## config.mk

```make
export PLATFORM = sky130hd
export DESIGN_NAME = regbank_access_ctrl
export DESIGN_NICKNAME = d
export VERILOG_FILES = /design/src/rtl/regbank_access_ctrl.sv
export SDC_FILE = /design/constraint.sdc
export NUM_CORES = 1
export LEC_CHECK = 0
export ABC_AREA = 1
export CAP_MARGIN = 25
export CORE_ASPECT_RATIO = 2
export CORE_MARGIN = 5
export CORE_UTILIZATION = 27
export CTS_BUF_LIST = sky130_fd_sc_hd__clkbuf_4
export DETAILED_ROUTE_END_ITERATION = 10
export GPL_ROUTABILITY_DRIVEN = 1
export PLACE_DENSITY = 0.44
export RECOVER_POWER = 25
export SYNTH_ARGS = -nofsm -noshare
export SYNTH_HDL_FRONTEND = slang
export SYNTH_SLANG_ARGS = --single-unit
```

## constraint.sdc

```tcl
create_clock -name clock -period 3.1 [get_ports clock]
set_clock_uncertainty 0.1 [all_clocks]
set_input_delay 0.62 -clock clock [delete_from_list [all_inputs] [get_ports clock]]
set_output_delay 0.62 -clock clock [all_outputs]
set_load 0.02 [all_outputs]
```

## src/rtl/regbank_access_ctrl.sv

```systemverilog
`timescale 1ns/1ps
// Register-bank initiator: operand fetch (rd_ack two cycles after rd_req is taken in IDLE), writeback FIFO drain.
// Reads beat drain; writeback producers stall on wb_ready while the FIFO is full; buffered results forward to reads.
module regbank_access_ctrl #(
   parameter int WB_DEPTH = 4,
   parameter int DATA_W   = 32,
   parameter int ADDR_W   = 5
) (
   input  logic              clock,
   input  logic              reset,
   input  logic              rd_req,
   input  logic [ADDR_W-1:0] rd_rs,
   input  logic [ADDR_W-1:0] rd_rt,
   output logic              rd_ack,
   output logic [DATA_W-1:0] op_a,
   output logic [DATA_W-1:0] op_b,
   input  logic              wb_valid,
   input  logic [ADDR_W-1:0] wb_rd,
   input  logic [DATA_W-1:0] wb_data,
   output logic              wb_ready,
   output logic [ADDR_W-1:0] bank_address,
   output logic [ADDR_W-1:0] bank_addressB,
   output logic              bank_enable_read,
   output logic              bank_enable_write,
   output logic [DATA_W-1:0] bank_in_data,
   input  logic [DATA_W-1:0] bank_out_data,
   input  logic [DATA_W-1:0] bank_out_dataB
);

   localparam int PTR_W = $clog2(WB_DEPTH);
   localparam int CNT_W = PTR_W + 1;

   typedef enum logic [1:0] {IDLE, RD_ISSUE, RD_CAP, WR} state_t;

   state_t            state, state_nxt;
   logic [ADDR_W-1:0] fifo_rd  [WB_DEPTH];
   logic [DATA_W-1:0] fifo_dat [WB_DEPTH];
   logic [PTR_W-1:0]  head, tail, scan_idx;
   logic [CNT_W-1:0]  count, count_nxt;
   logic              push, pop;
   logic [DATA_W-1:0] op_a_q, op_b_q, res_a, res_b;

   // Writes to r0 are acknowledged to the producer but never stored.
   assign push      = wb_valid & wb_ready & (wb_rd != '0);
   assign pop       = (state == WR);
   assign count_nxt = count + CNT_W'(push) - CNT_W'(pop);

   always_ff @(posedge clock or negedge reset) begin
      if (!reset) begin
         state <= IDLE;
      end else begin
         state <= state_nxt;
      end
   end

   always_comb begin
      state_nxt = state;
      case (state)
         IDLE: begin
            if (rd_req) begin
               state_nxt = RD_ISSUE;
            end else if (count != '0) begin
               state_nxt = WR;
            end
         end
         RD_ISSUE: state_nxt = RD_CAP;
         RD_CAP:   state_nxt = IDLE;
         WR:       state_nxt = IDLE;
         default:  state_nxt = IDLE;
      endcase
   end

   // Scan oldest to youngest so the last match wins; a same-cycle push is younger than any entry.
   always_comb begin
      res_a    = bank_out_data;
      res_b    = bank_out_dataB;
      scan_idx = '0;
      for (int i = 0; i < WB_DEPTH; i++) begin
         scan_idx = head + PTR_W'(i);
         if (CNT_W'(i) < count) begin
            if (fifo_rd[scan_idx] == rd_rs) res_a = fifo_dat[scan_idx];
            if (fifo_rd[scan_idx] == rd_rt) res_b = fifo_dat[scan_idx];
         end
      end
      if (push && (wb_rd == rd_rs)) res_a = wb_data;
      if (push && (wb_rd == rd_rt)) res_b = wb_data;
      if (rd_rs == '0) res_a = '0;
      if (rd_rt == '0) res_b = '0;
   end

   always_comb begin
      rd_ack            = 1'b0;
      op_a              = op_a_q;
      op_b              = op_b_q;
      bank_address      = '0;
      bank_addressB     = '0;
      bank_enable_read  = 1'b0;
      bank_enable_write = 1'b0;
      bank_in_data      = '0;
      case (state)
         RD_ISSUE: begin
            bank_address     = rd_rs;
            bank_addressB    = rd_rt;
            bank_enable_read = 1'b1;
         end
         RD_CAP: begin
            rd_ack = 1'b1;
            op_a   = res_a;
            op_b   = res_b;
         end
         WR: begin
            bank_address      = fifo_rd[head];
            bank_in_data      = fifo_dat[head];
            bank_enable_write = 1'b1;
         end
         default: ;
      endcase
   end

   always_ff @(posedge clock or negedge reset) begin
      if (!reset) begin
         head     <= '0;
         tail     <= '0;
         count    <= '0;
         wb_ready <= 1'b1;
         op_a_q   <= '0;
         op_b_q   <= '0;
      end else begin
         if (push) tail <= tail + PTR_W'(1);
         if (pop)  head <= head + PTR_W'(1);
         count    <= count_nxt;
         wb_ready <= (count_nxt < CNT_W'(WB_DEPTH));
         if (state == RD_CAP) begin
            op_a_q <= res_a;
            op_b_q <= res_b;
         end
      end
   end

   always_ff @(posedge clock) begin
      if (push) begin
         fifo_rd[tail]  <= wb_rd;
         fifo_dat[tail] <= wb_data;
      end
   end

endmodule

```

==> impl_results.md, run 1 <==
- Status: complete, but fails checks
- Failing checks: negative setup slack
- Number of synthesized flops with an enable pin: 148
- Finish-stage setup viols: 102
- Post-synthesis adder-cell area fraction: 0.743%
- DP Cell Count: 3,585
- Post-synth cell types: 35
- WP data required: 2.38 ns
- I/O Buffers: 224
- Compound-Gate Fraction of Synth Area: 10.5%
- Initial antenna violation count: 2
- Setup TNS: -86.78 ns
- Fin area: 26,200 um2
- Most common cell in the netlist: nand2_1
- VDD IR max: 0.524 mV
- Synth cell count leaders: nand2_1 (1,012), nor2_1 (324), o21ai_0 (259)
- DR top layer: met5
- Buffer and inverter count on the worst path: 9
- Area of placed instances: 20,800 um2
- Area share of the largest cell type after synthesis: 27.5%
- CP cell instances: buf_12 -> buf_16 -> nand2_4 -> nand2_4 -> nand2_2 -> o21ai_2 -> buf_4 -> nand2_2 -> nand2_2 -> nor2_4 -> nand2_2 -> nor2_4 -> buf_12 -> buf_16 -> buf_12 -> buf_6 -> buf_4 -> nand2_1 -> nand2_1 -> nand2_2 -> nand2_2 -> nand2_2 -> buf_6
- DR iter-0 viols: 1,478
- Worst endpoint data arrival time: 3.61 ns
- CTS buffer count: 60
- PnR Total Power: 29.3 mW
- Vias: 19,534
- Post-Syn Instances: 2,536
- Fillers: 6,200
- Final worst slack: -1.23 ns
- Hold Path Class: input pin to asynchronous set/reset pin
- Reg2reg end: op_b_q[30]
- CTS tree: built
- R2R Path Start: head[0]
- Vias in the first global route: 19,135
- Initial core utilization: 27.1%
- Full die area: 65,200 um2
- Longest Clk Path Bufs: 3
- Pwr Density: 1120 nW/um2
- Unrepaired setup endpoints after global routing: true
- Area delta synth->final: 62.1%
- Share of flip-flops with an asynchronous set or reset: 33.3%
- Max Clk Rate: 0.231 GHz
- Worst Tran Pin Value: 0.679 ns
- Simple-Gate Fraction of Synth Area: 38.3%
- Largest family of logic cells by synthesized area: simple AND/OR/NAND/NOR gates
- Met2 WL: 45.2 mm
- R2R Setup Slk: 0.09 ns
- Fraction of layout cells with a size suffix above 1: 32.4%
- Syn Nets: 2,660
- DR DRC count: 0
- Drt pass-1 iters: 8
- Final nets: 3,164
- Multiplexer area fraction after synthesis: 0%
- Clk_lat worst skew: 0.83 ns
- CP max stage cell: dfrtp_4
- Sequential-to-total area share from yosys stat: 38.9%
- Routed length on met1: 31.3 mm
- XOR/XNOR Fraction of Synth Area: 1.03%
- Leakage: 12.8 nW
- Area leader, netlist: edfxtp_1
- Die width: 183 um
- Highest net fanout along the worst path: 7
- Clock Pin Slew Worst Setup and Hold Paths: 0.08 ns
- Syn avg cell area: 6.38 um2
- Total I/O pin count: 225
- CTS sink count: 222
- Root buffer cell: clkbuf_4
- GRT Total Usage: 26.1%
- Via-to-Cell Ratio: 5.05
- Post-synth top flop: edfxtp_1
- Final worst path period need: 4.33 ns
- Period utilisation layout: 140%
- Worst setup EP type: primary output
- Chip height: 356 um
- Final GP Congestion: 0.861
- Crit start category: flop
- H-tree depth: 2
- Antenna-violating nets left: 0
- Crit Path Class: flop to primary output
- YS warnings: 0
- Rel. slew slack: 54.7%
- Fin. Hold Viols: 0
- Core ar.: 59,700 um2
- Largest incremental delay on the critical path: 0.54 ns
- Post-synthesis register bit count: 222
- Overflow after GRT: 0
- Family with the most delay on the worst path: buffers and inverters
- Max-cap violation count: 0
- Most frequent CP cell: nand2_2
- R2R cell count: 21
- Detailed Route WL: 90.6 mm
- Number of standard cells in the final layout excluding fillers: 3,867
- Post-DP HPWL: 51.4 mm
- Mapped Area: 16,200 um2
- Pin count of the biggest net entering global routing: 79
- FP Rows: 127
- WL/cell: 23.4 um
- Global-route wire length before repair: 126 mm
- Synth top area cells: edfxtp_1 (27%), nand2_1 (23%), dfrtp_1 (11%), o21ai_0 (8.0%), nor2_1 (7.5%)
- WL met3: 6.10 mm
- Final-report max-slew violation count: 0
- Place WS: -1.21 ns
## state kept, by name (all words and copies together), names as in the netlist
signal    flops
fifo_dat    128
op_a_q       32
op_b_q       32
fifo_rd      20
count         3
head          2
state         2
tail          2
wb_ready      1
## final cells by class
type | count | area [um2] | share of cell area (%)
diodes | 1 | 2.50 | 0.00954
flip-flops and latches | 222 | 6300 | 24.0
well taps | 774 | 968 | 3.69
multi-input cells | 1911 | 9940 | 37.9
inverters | 243 | 940 | 3.58
clock buffers | 95 | 713 | 2.72
repair buffers | 602 | 7250 | 27.7
clock inverters | 19 | 110 | 0.420
## how the worst max path moves through the flow
stage	slack, ns	end	start	cells after the start
floorplan	0.005	fifo_dat[0][0]	wb_rd[2]	4
global placement	-1.26	op_a[30]	rd_rs[2]	14
detailed placement	-1.21	op_b[20]	rd_rt[1]	15
CTS	-1.29	op_a[12]	head[0]	19
global route	-1.35	op_b[5]	head[0]	21
finish	-1.23	op_b[20]	head[0]	23
## power by group
group | switching, mW | internal (mW) | total (mW)
combinational | 13.1 | 9.00 | 22.1
clock | 1.44 | 1.48 | 2.92
sequential | 0.286 | 3.96 | 4.25
total | 14.8 | 14.4 | 29.3
## routing by layer
layer	vias to the layer above	global-route usage [%]
li1	9134	-
met1	9093	28.0
met2	958	46.9
met3	347	4.18
met4	2	16.9
met5	-	0
## kinds of logic (layout without fill, tap and decap cells)
logic type                 count (synthesis)  after routing
DFF                                      222            222
AOI/OAI and AO/OA                        336            336
buffers and inverters                    404            959
adders and majority gates                  9              9
other                                      0              1
xor gates and xnor gates                  19             19
and+or+nand+nor                         1546           1547
## stage by stage
step           utilization, %  hold slack [ns]
2_1_floorplan               -            0.224
3_3_place_gp             34.8            0.359
5_1_grt                  43.9            0.233
4_1_cts                  41.9            0.155
3_5_place_dp             34.8            0.361
6_report                 43.9            0.213
## repair_timing
action,in CTS,in global routing
cloned,46,11
buffers inserted,95,33
gates resized for setup,916,290
hold buffers,1,0
hold endpoints to repair,28,0
pin swaps,93,151
setup endpoints to repair,108,108
## cells in the final DEF (no fill, tap or decap), types with 4 or more instances in the layout
| cell type | n |
|---|---|
| inv_1 | 230 |
| clkdlybuf4s50_1 | 89 |
| nor2_2 | 39 |
| dfrtp_1 | 71 |
| o21ai_2 | 36 |
| nor2_4 | 38 |
| bufbuf_16 | 4 |
| buf_4 | 217 |
| clkbuf_16 | 8 |
| inv_4 | 4 |
| o21ai_1 | 66 |
| nand2_1 | 769 |
| edfxtp_1 | 148 |
| buf_8 | 11 |
| nand2_2 | 200 |
| o21ai_4 | 7 |
| nand4_1 | 68 |
| nand3_1 | 88 |
| buf_16 | 41 |
| ha_1 | 8 |
| nor2_1 | 257 |
| a21oi_1 | 5 |
| o21ai_0 | 209 |
| xor2_1 | 14 |
| inv_2 | 6 |
| clkbuf_1 | 6 |
| buf_6 | 113 |
| nand2_8 | 5 |
| clkinv_2 | 6 |
| xor2_2 | 4 |
| nand2_4 | 42 |
| dlymetal6s2s_1 | 4 |
| clkinv_1 | 12 |
| nand3_4 | 9 |
| nand3_2 | 25 |
| dlygate4sd3_1 | 30 |
| clkbuf_4 | 95 |
| buf_12 | 70 |
Power figures use the tool's default switching activity.
==> run 2, diff against run 1 <==
- CORE_MARGIN: 5 -> 1.5
==> run 2 against run 1 <==
  * Sequential share of layout area increased by 2.7 points
  * Die area decreased by 5.7%
  * Register-to-register slack got worse by 0.10 ns
  * Critical endpoint is now op_b[21]
  * Utilization decreased by 4.1 points
  * The flow still finishes with violations (negative setup slack)
  * Critical path type unchanged
==> impl_results.md, run 2 (synthesized netlist as in run 1, its figures left out) <==
- Initial antenna violation count: 3 (+1)
- Commonest cells after routing, fill and taps aside: nand2_1 (892), nor2_1 (289), o21ai_0 (253)
- Clock group share of total power: 10.9% (+0.9 points)
- Biggest register: fifo_dat
- Vias in the first global route: 17,752 (-7.2%)
- CTS tree: built
- Final nets: 3,060 (-3.3%)
- Sequential share of power: 16.7% (+2.2 points)
- Detailed Route WL: 75.5 mm (-17%)
- Place WS: -1.10 ns (+0.111 ns)
- Vias: 18,150 (-7.1%)
- Psw: 12.8 mW (-14%)
- Area delta synth->final: 45.6%
- Crit start category: flop
- Rel. slew slack: 38.9% (-16 points)
- Failing checks: negative setup slack
- Crit Path Class: flop to primary output
- Gate power share: 72.3% (-3.2 points)
- Hold Path Class: input pin to asynchronous set/reset pin
- Most common cell after layout, fill and taps aside: nand2_1
- FP Rows: 126 (-0.79%)
- Highest net fanout along the worst path: 22 (+15)
- CP cell instances: clkinv_8 -> nand2_4 -> nand2_8 -> buf_12 -> buf_6 -> nand2_4 -> nand3_1 -> nand2_1 -> nor2_2 -> buf_4 -> nand3_4 -> buf_12 -> clkbuf_16 -> nor2_1 -> nor2_1 -> nand2_1 -> nand2_1 -> nand2_2 -> nand2_1 -> nand2_1 -> nand2_2 -> buf_6
- Finish-stage setup viols: 106 (+3.9%)
- Max reg flops: 128 (unchanged)
- H-tree depth: 2 (unchanged)
- Final core occ: 39.8% (-4.1 points)
- Final-report max-slew violation count: 0 (unchanged)
- Final worst path period need: 4.32 ns (-0.0118 ns)
- Fraction of layout cells with a size suffix above 1: 21.5% (-11 points)
- VDD IR max: 0.588 mV (+12%)
- Max-cap violation count: 0 (unchanged)
- Final GP Congestion: 0.884 (+2.6%)
- Final worst slack: -1.22 ns (+0.0118 ns)
- Status: complete, but fails checks
- I/O Buffers: 224 (unchanged)
- Period utilisation layout: 139% (-0.38 points)
- Antenna-violating nets left: 0 (unchanged)
- GRT Total Usage: 23.5% (-2.6 points)
- Fin area: 23,500 um2 (-10%)
- Total I/O pin count: 225 (unchanged)
- Clock Pin Slew Worst Setup and Hold Paths: 0.07 ns (about the same)
- Most frequent CP cell: nand2_1
- Unrepaired setup endpoints after global routing: true
- Worst setup EP type: primary output
- DR DRC count: 0 (unchanged)
- Overflow after GRT: 0 (unchanged)
- Hold_ws: 0.196 ns (-0.0172 ns)
- Die width: 176 um (-3.8%)
- Area of placed instances: 20,800 um2 (+0.11%)
- Leakage: 11.6 nW (-9.5%)
- Max Clk Rate: 0.231 GHz (+0.27%)
- Fillers: 6,222 (+0.35%)
- Internal power: 12.4 mW (-14%)
- Setup TNS: -102.87 ns (-16.09 ns)
- Via-to-Cell Ratio: 4.84 (-4.3%)
- Global-route wire length before repair: 107 mm (-15%)
- Pwr Density: 1070 nW/um2 (-4.2%)
- Root buffer cell: clkbuf_4
- WP data required: 2.38 ns (about the same)
- Worst Tran Pin Value: 0.914 ns (+0.236 ns)
- Worst endpoint data arrival time: 3.60 ns (about the same)
- PnR Total Power: 25.2 mW (-14%)
- Largest incremental delay on the critical path: 0.55 ns (about the same)
- Number of standard cells in the final layout excluding fillers: 3,753 (-2.9%)
- Sw Ratio: 50.6% (-0.070 points)
- Full die area: 61,500 um2 (-5.7%)
- Drt pass-1 iters: 7 (-1)
- Clk_lat worst skew: 0.86 ns (+0.03 ns)
- Pin count of the biggest net entering global routing: 78 (-1.3%)
- Core ar.: 59,100 um2 (-1.1%)
- Post-DP HPWL: 49.4 mm (-3.8%)
- Initial core utilization: 27.4% (+0.29 points)
- DP Cell Count: 3,576 (-0.25%)
- CTS buffer count: 58 (-3.3%)
- Fin. Hold Viols: 0 (unchanged)
- CTS sink count: 222 (unchanged)
- WL/cell: 20.1 um (-14%)
- Largest registers: fifo_dat: 128 flops, op_a_q: 32 flops, op_b_q: 32 flops
- DR iter-0 viols: 1,332 (-9.9%)
- CP max stage cell: dfrtp_4
- Chip height: 349 um (-2.0%)
- Longest Clk Path Bufs: 3 (unchanged)
[run 2: cell types whose count changed in the layout (fill, tap and decap cells not counted), moves of 20 or more]
cell             change
buf_16              -28
o21ai_0             +44
buf_4               -36
buf_6               -48
o21ai_2             -23
nand2_1            +123
nor2_1              +32
nand2_4             -31
clkdlybuf4s50_1     +30
nand2_2             -90
nor2_4              -20
[run 2: critical path, delay by kind of cell (launching register included)]
family	cells	cell delay, ns
simple gates	15	1.20
flops	1	0.55
buf+inv	7	1.00
[run 2: cell type report]
cell class | instances | area, um2 | share of cell area, %
antenna | 1 | 2.50 | 0.0106
clock buffer | 78 | 586 | 2.49
clock inverter | 30 | 179 | 0.760
inverter | 243 | 927 | 3.94
multi-input combinational | 1911 | 8940 | 38.0
sequential | 222 | 6300 | 26.8
tap | 768 | 961 | 4.08
timing repair buffer | 500 | 5640 | 24.0
[run 2: power by group through the flow]
stage	registers [mW]	logic [mW]	clock network (mW)
2_1_floorplan	4.22	8.74	0
3_3_place_gp	4.25	15.8	0
3_5_place_dp	4.27	15.8	0
4_1_cts	4.22	16.9	2.89
5_1_grt	4.28	19.8	3.00
6_report	4.22	18.2	2.76
[run 2: timing repair]
action / in CTS / in global routing
buffers inserted: 26 / 17
pin swaps: 18 / 41
endpoints found under the hold margin: 32 / 0
cloned: 12 / 14
setup endpoints to repair: 107 / 115
resized for setup: 409 / 251
hold buffers: 1 / 0
[run 2: path summary, 6_finish.rpt]
kind / from / endpoint / slack, ns / cells after the start
worst min register to register: op_a_q[9] / op_a_q[9] / 0.37 / 2
worst min-delay path: reset / op_b_q[20] / 0.20 / 2
max in group asynchronous: reset / op_a_q[12] / 2.02 / 3
min in group clock: op_a_q[9] / op_a_q[9] / 0.37 / 2
worst max register to register: head[0] / op_a_q[29] / -0.01 / 20
worst max-delay path: head[0] / op_b[21] / -1.22 / 22
[run 2: per-layer routing]
metal  share of wire [%]  routed length, um  global-route usage, %
met1                  37              28100                   25.6
met2                  52              39000                   43.5
met3                 5.7               4320                   3.68
met4                 5.3               4030                   11.4
met5               0.032                 24                      0
==> run 3, diff against run 2 <==
- CELL_PAD_IN_SITES_DETAIL_PLACEMENT: default -> 1
- CELL_PAD_IN_SITES_GLOBAL_PLACEMENT: default -> 1
- PLACE_DENSITY: 0.44 -> 0.59
==> run 3 against run 2 <==
  * The run still ends with negative setup slack left
  * Die area unchanged
  * Global-route usage increased by 3.0 points
  * Clock power about the same
  * Total power increased by 10%
  * Via count increased by 7.5%
  * Critical path type unchanged
  * Fmax decreased by 0.86%
  * Cell count increased by 2.1%
==> impl_results.md, run 3 (synthesized netlist as in run 1, its figures left out) <==
- Multi-input logic area: 9920 um2 (+11%)
- Root buffer cell: clkbuf_4
- Vias: 19,510 (+7.5%)
- Drt pass-1 iters: 6 (-1)
- Antenna-violating nets left: 0 (unchanged)
- Global-route wire length before repair: 122 mm (+13%)
- Setup crit start: head[0]
- Pwr Density: 1100 nW/um2 (+2.5%)
- R2R Setup Slk: 0.02 ns (+0.03 ns)
- WL/cell: 22.5 um (+12%)
- Failing checks: negative setup slack
- PnR Total Power: 27.8 mW (+10%)
- Unrepaired setup endpoints after global routing: true
- Final worst path period need: 4.36 ns (+0.0376 ns)
- Clk_lat worst skew: 0.83 ns (-0.03 ns)
- Worst Tran Pin Value: 0.717 ns (-0.198 ns)
- Gate power share: 74.7% (+2.4 points)
- VDD IR max: 0.508 mV (-14%)
- Internal power: 13.5 mW (+8.5%)
- Psw: 14.3 mW (+12%)
- Most common cell after layout, fill and taps aside: nand2_1
- Final worst slack: -1.26 ns (-0.0376 ns)
- Fin. Hold Viols: 0 (unchanged)
- Final GP Congestion: 0.889 (+0.57%)
- Worst setup EP type: primary output
- Clock group share of total power: 10.0% (-0.9 points)
- Worst endpoint data arrival time: 3.64 ns (+0.04 ns)
- Period utilisation layout: 141% (+1.2 points)
- Crit Path Class: flop to primary output
- Core ar.: 59,100 um2 (unchanged)
- DR iter-0 viols: 936 (-30%)
- Area delta synth->final: 56.6%
- Die width: 176 um (unchanged)
- Chip height: 349 um (unchanged)
- Max Clk Rate: 0.229 GHz (-0.86%)
- Max reg flops: 128 (unchanged)
- Hold Path Class: input pin to asynchronous set/reset pin
- Crit start category: flop
- Finish-stage setup viols: 103 (-2.8%)
- WP data required: 2.38 ns (about the same)
- Final-report max-slew violation count: 0 (unchanged)
- Longest Clk Path Bufs: 3 (unchanged)
- Fraction of layout cells with a size suffix above 1: 31.2% (+9.7 points)
- Total I/O pin count: 225 (unchanged)
- Reg area: 6300 um2 (unchanged)
- Highest net fanout along the worst path: 7 (-68%)
- FP Rows: 126 (unchanged)
- Commonest cells after routing, fill and taps aside: nand2_1 (798), o21ai_0 (241), inv_1 (235)
- Fillers: 7,324 (+18%)
- R2R Path Start: head[0]
- Overflow after GRT: 0 (unchanged)
- Place WS: -1.11 ns (-0.00665 ns)
- Initial core utilization: 27.4% (unchanged)
- Sw Ratio: 51.4% (+0.79 points)
- Area of placed instances: 21,100 um2 (+1.2%)
- Status: complete, but fails checks
- CTS buffer count: 58 (unchanged)
- Final nets: 3,137 (+2.5%)
- Sequential share of power: 15.3% (-1.4 points)
- CP Capture Point: op_b[16]
- Vias in the first global route: 20,423 (+15%)
- Full die area: 61,500 um2 (unchanged)
- Reg2reg end: op_a_q[25]
- Pin count of the biggest net entering global routing: 75 (-3.8%)
- Post-DP HPWL: 56.1 mm (+13%)
- Final core occ: 42.8% (+3.0 points)
- DR DRC count: 0 (unchanged)
- Fin area: 25,300 um2 (+7.6%)
- R2R cell count: 21 (+5.0%)
- Max-cap violation count: 0 (unchanged)
- CTS sink count: 222 (unchanged)
- Largest registers: fifo_dat: 128 flops, op_a_q: 32 flops, op_b_q: 32 flops
- Biggest register: fifo_dat
- H-tree depth: 2 (unchanged)
- Leakage: 12.2 nW (+5.7%)
- GRT Total Usage: 26.5% (+3.0 points)
- Rel. slew slack: 52.1% (+13 points)
- Detailed Route WL: 86.3 mm (+14%)
- CTS tree: built
- Initial antenna violation count: 4 (+1)
- Clock Pin Slew Worst Setup and Hold Paths: 0.07 ns (about the same)
- I/O Buffers: 224 (unchanged)
- Via-to-Cell Ratio: 5.09 (+5.3%)
## run 3: repair_timing
item / 4_1_cts / 5_1_grt
pin swaps: 71 / 185
endpoints found under the hold margin: 31 / 0
hold buffers: 1 / 0
cloned: 15 / 11
endpoints found under the setup margin: 107 / 108
buffers inserted: 41 / 34
gates resized for setup: 692 / 403
## run 3: through the flow
| step | hold WS, ns | std cells | TNS [ns] |
|---|---|---|---|
| floorplan | 0.224 | 2536 | 0 |
| global placement | 0.364 | 3621 | -75.69 |
| detailed placement | 0.363 | 3621 | -76.67 |
| global route | 0.234 | 3830 | -106.35 |
| CTS | 0.171 | 3786 | -100.96 |
| finish | 0.218 | 3830 | -94.71 |
## run 3: power by group through the flow
stage | Sequential (mW) | Combinational, mW | Clock [mW]
after global routing | 4.33 | 22.3 | 2.96
final | 4.26 | 20.8 | 2.77
after floorplan | 4.22 | 8.74 | 0
after CTS | 4.24 | 18.6 | 2.85
after detailed placement | 4.28 | 16.2 | 0
after global placement | 4.24 | 15.8 | 0
## run 3: critical path, cell delays in order, from the launching register on
cell and delay, ns:
dfrtp_4 0.55, buf_12 0.18, buf_12 0.15, nand2_8 0.06
nand3_4 0.09, buf_6 0.14, nand3_2 0.05, nand4_1 0.23
buf_4 0.23, nor2_4 0.13, buf_12 0.16, buf_12 0.15
buf_8 0.12, nor2_1 0.05, nand2_1 0.06, nand2_1 0.05
nand2_1 0.06, nand2_1 0.05, nand2_1 0.07, nand2_2 0.07
buf_6 0.13
## run 3: area by class of cell
cell class,count,share of cell area (%)
clock buffer,83,2.46
sequential,222,24.9
multi-input combinational,1911,39.2
antenna,1,0.00988
inverter,243,3.67
tap,768,3.79
timing repair buffer,577,25.5
clock inverter,25,0.514
## run 3: how the worst min path moves through the flow
stage	from	endpoint	slack [ns]
after floorplan	reset	count[0]	0.22
after global placement	op_b_q[25]	op_b_q[25]	0.36
after detailed placement	op_a_q[22]	op_a_q[22]	0.36
after CTS	reset	op_a_q[31]	0.17
after global routing	reset	op_a_q[31]	0.23
final	reset	op_b_q[31]	0.22
## run 3: metal layers
layer  global-route usage [%]  share of wire [%]
met5                        0              0.032
met3                     3.30                4.5
met1                     28.1                 36
met2                     48.8                 52
met4                     16.7                7.2
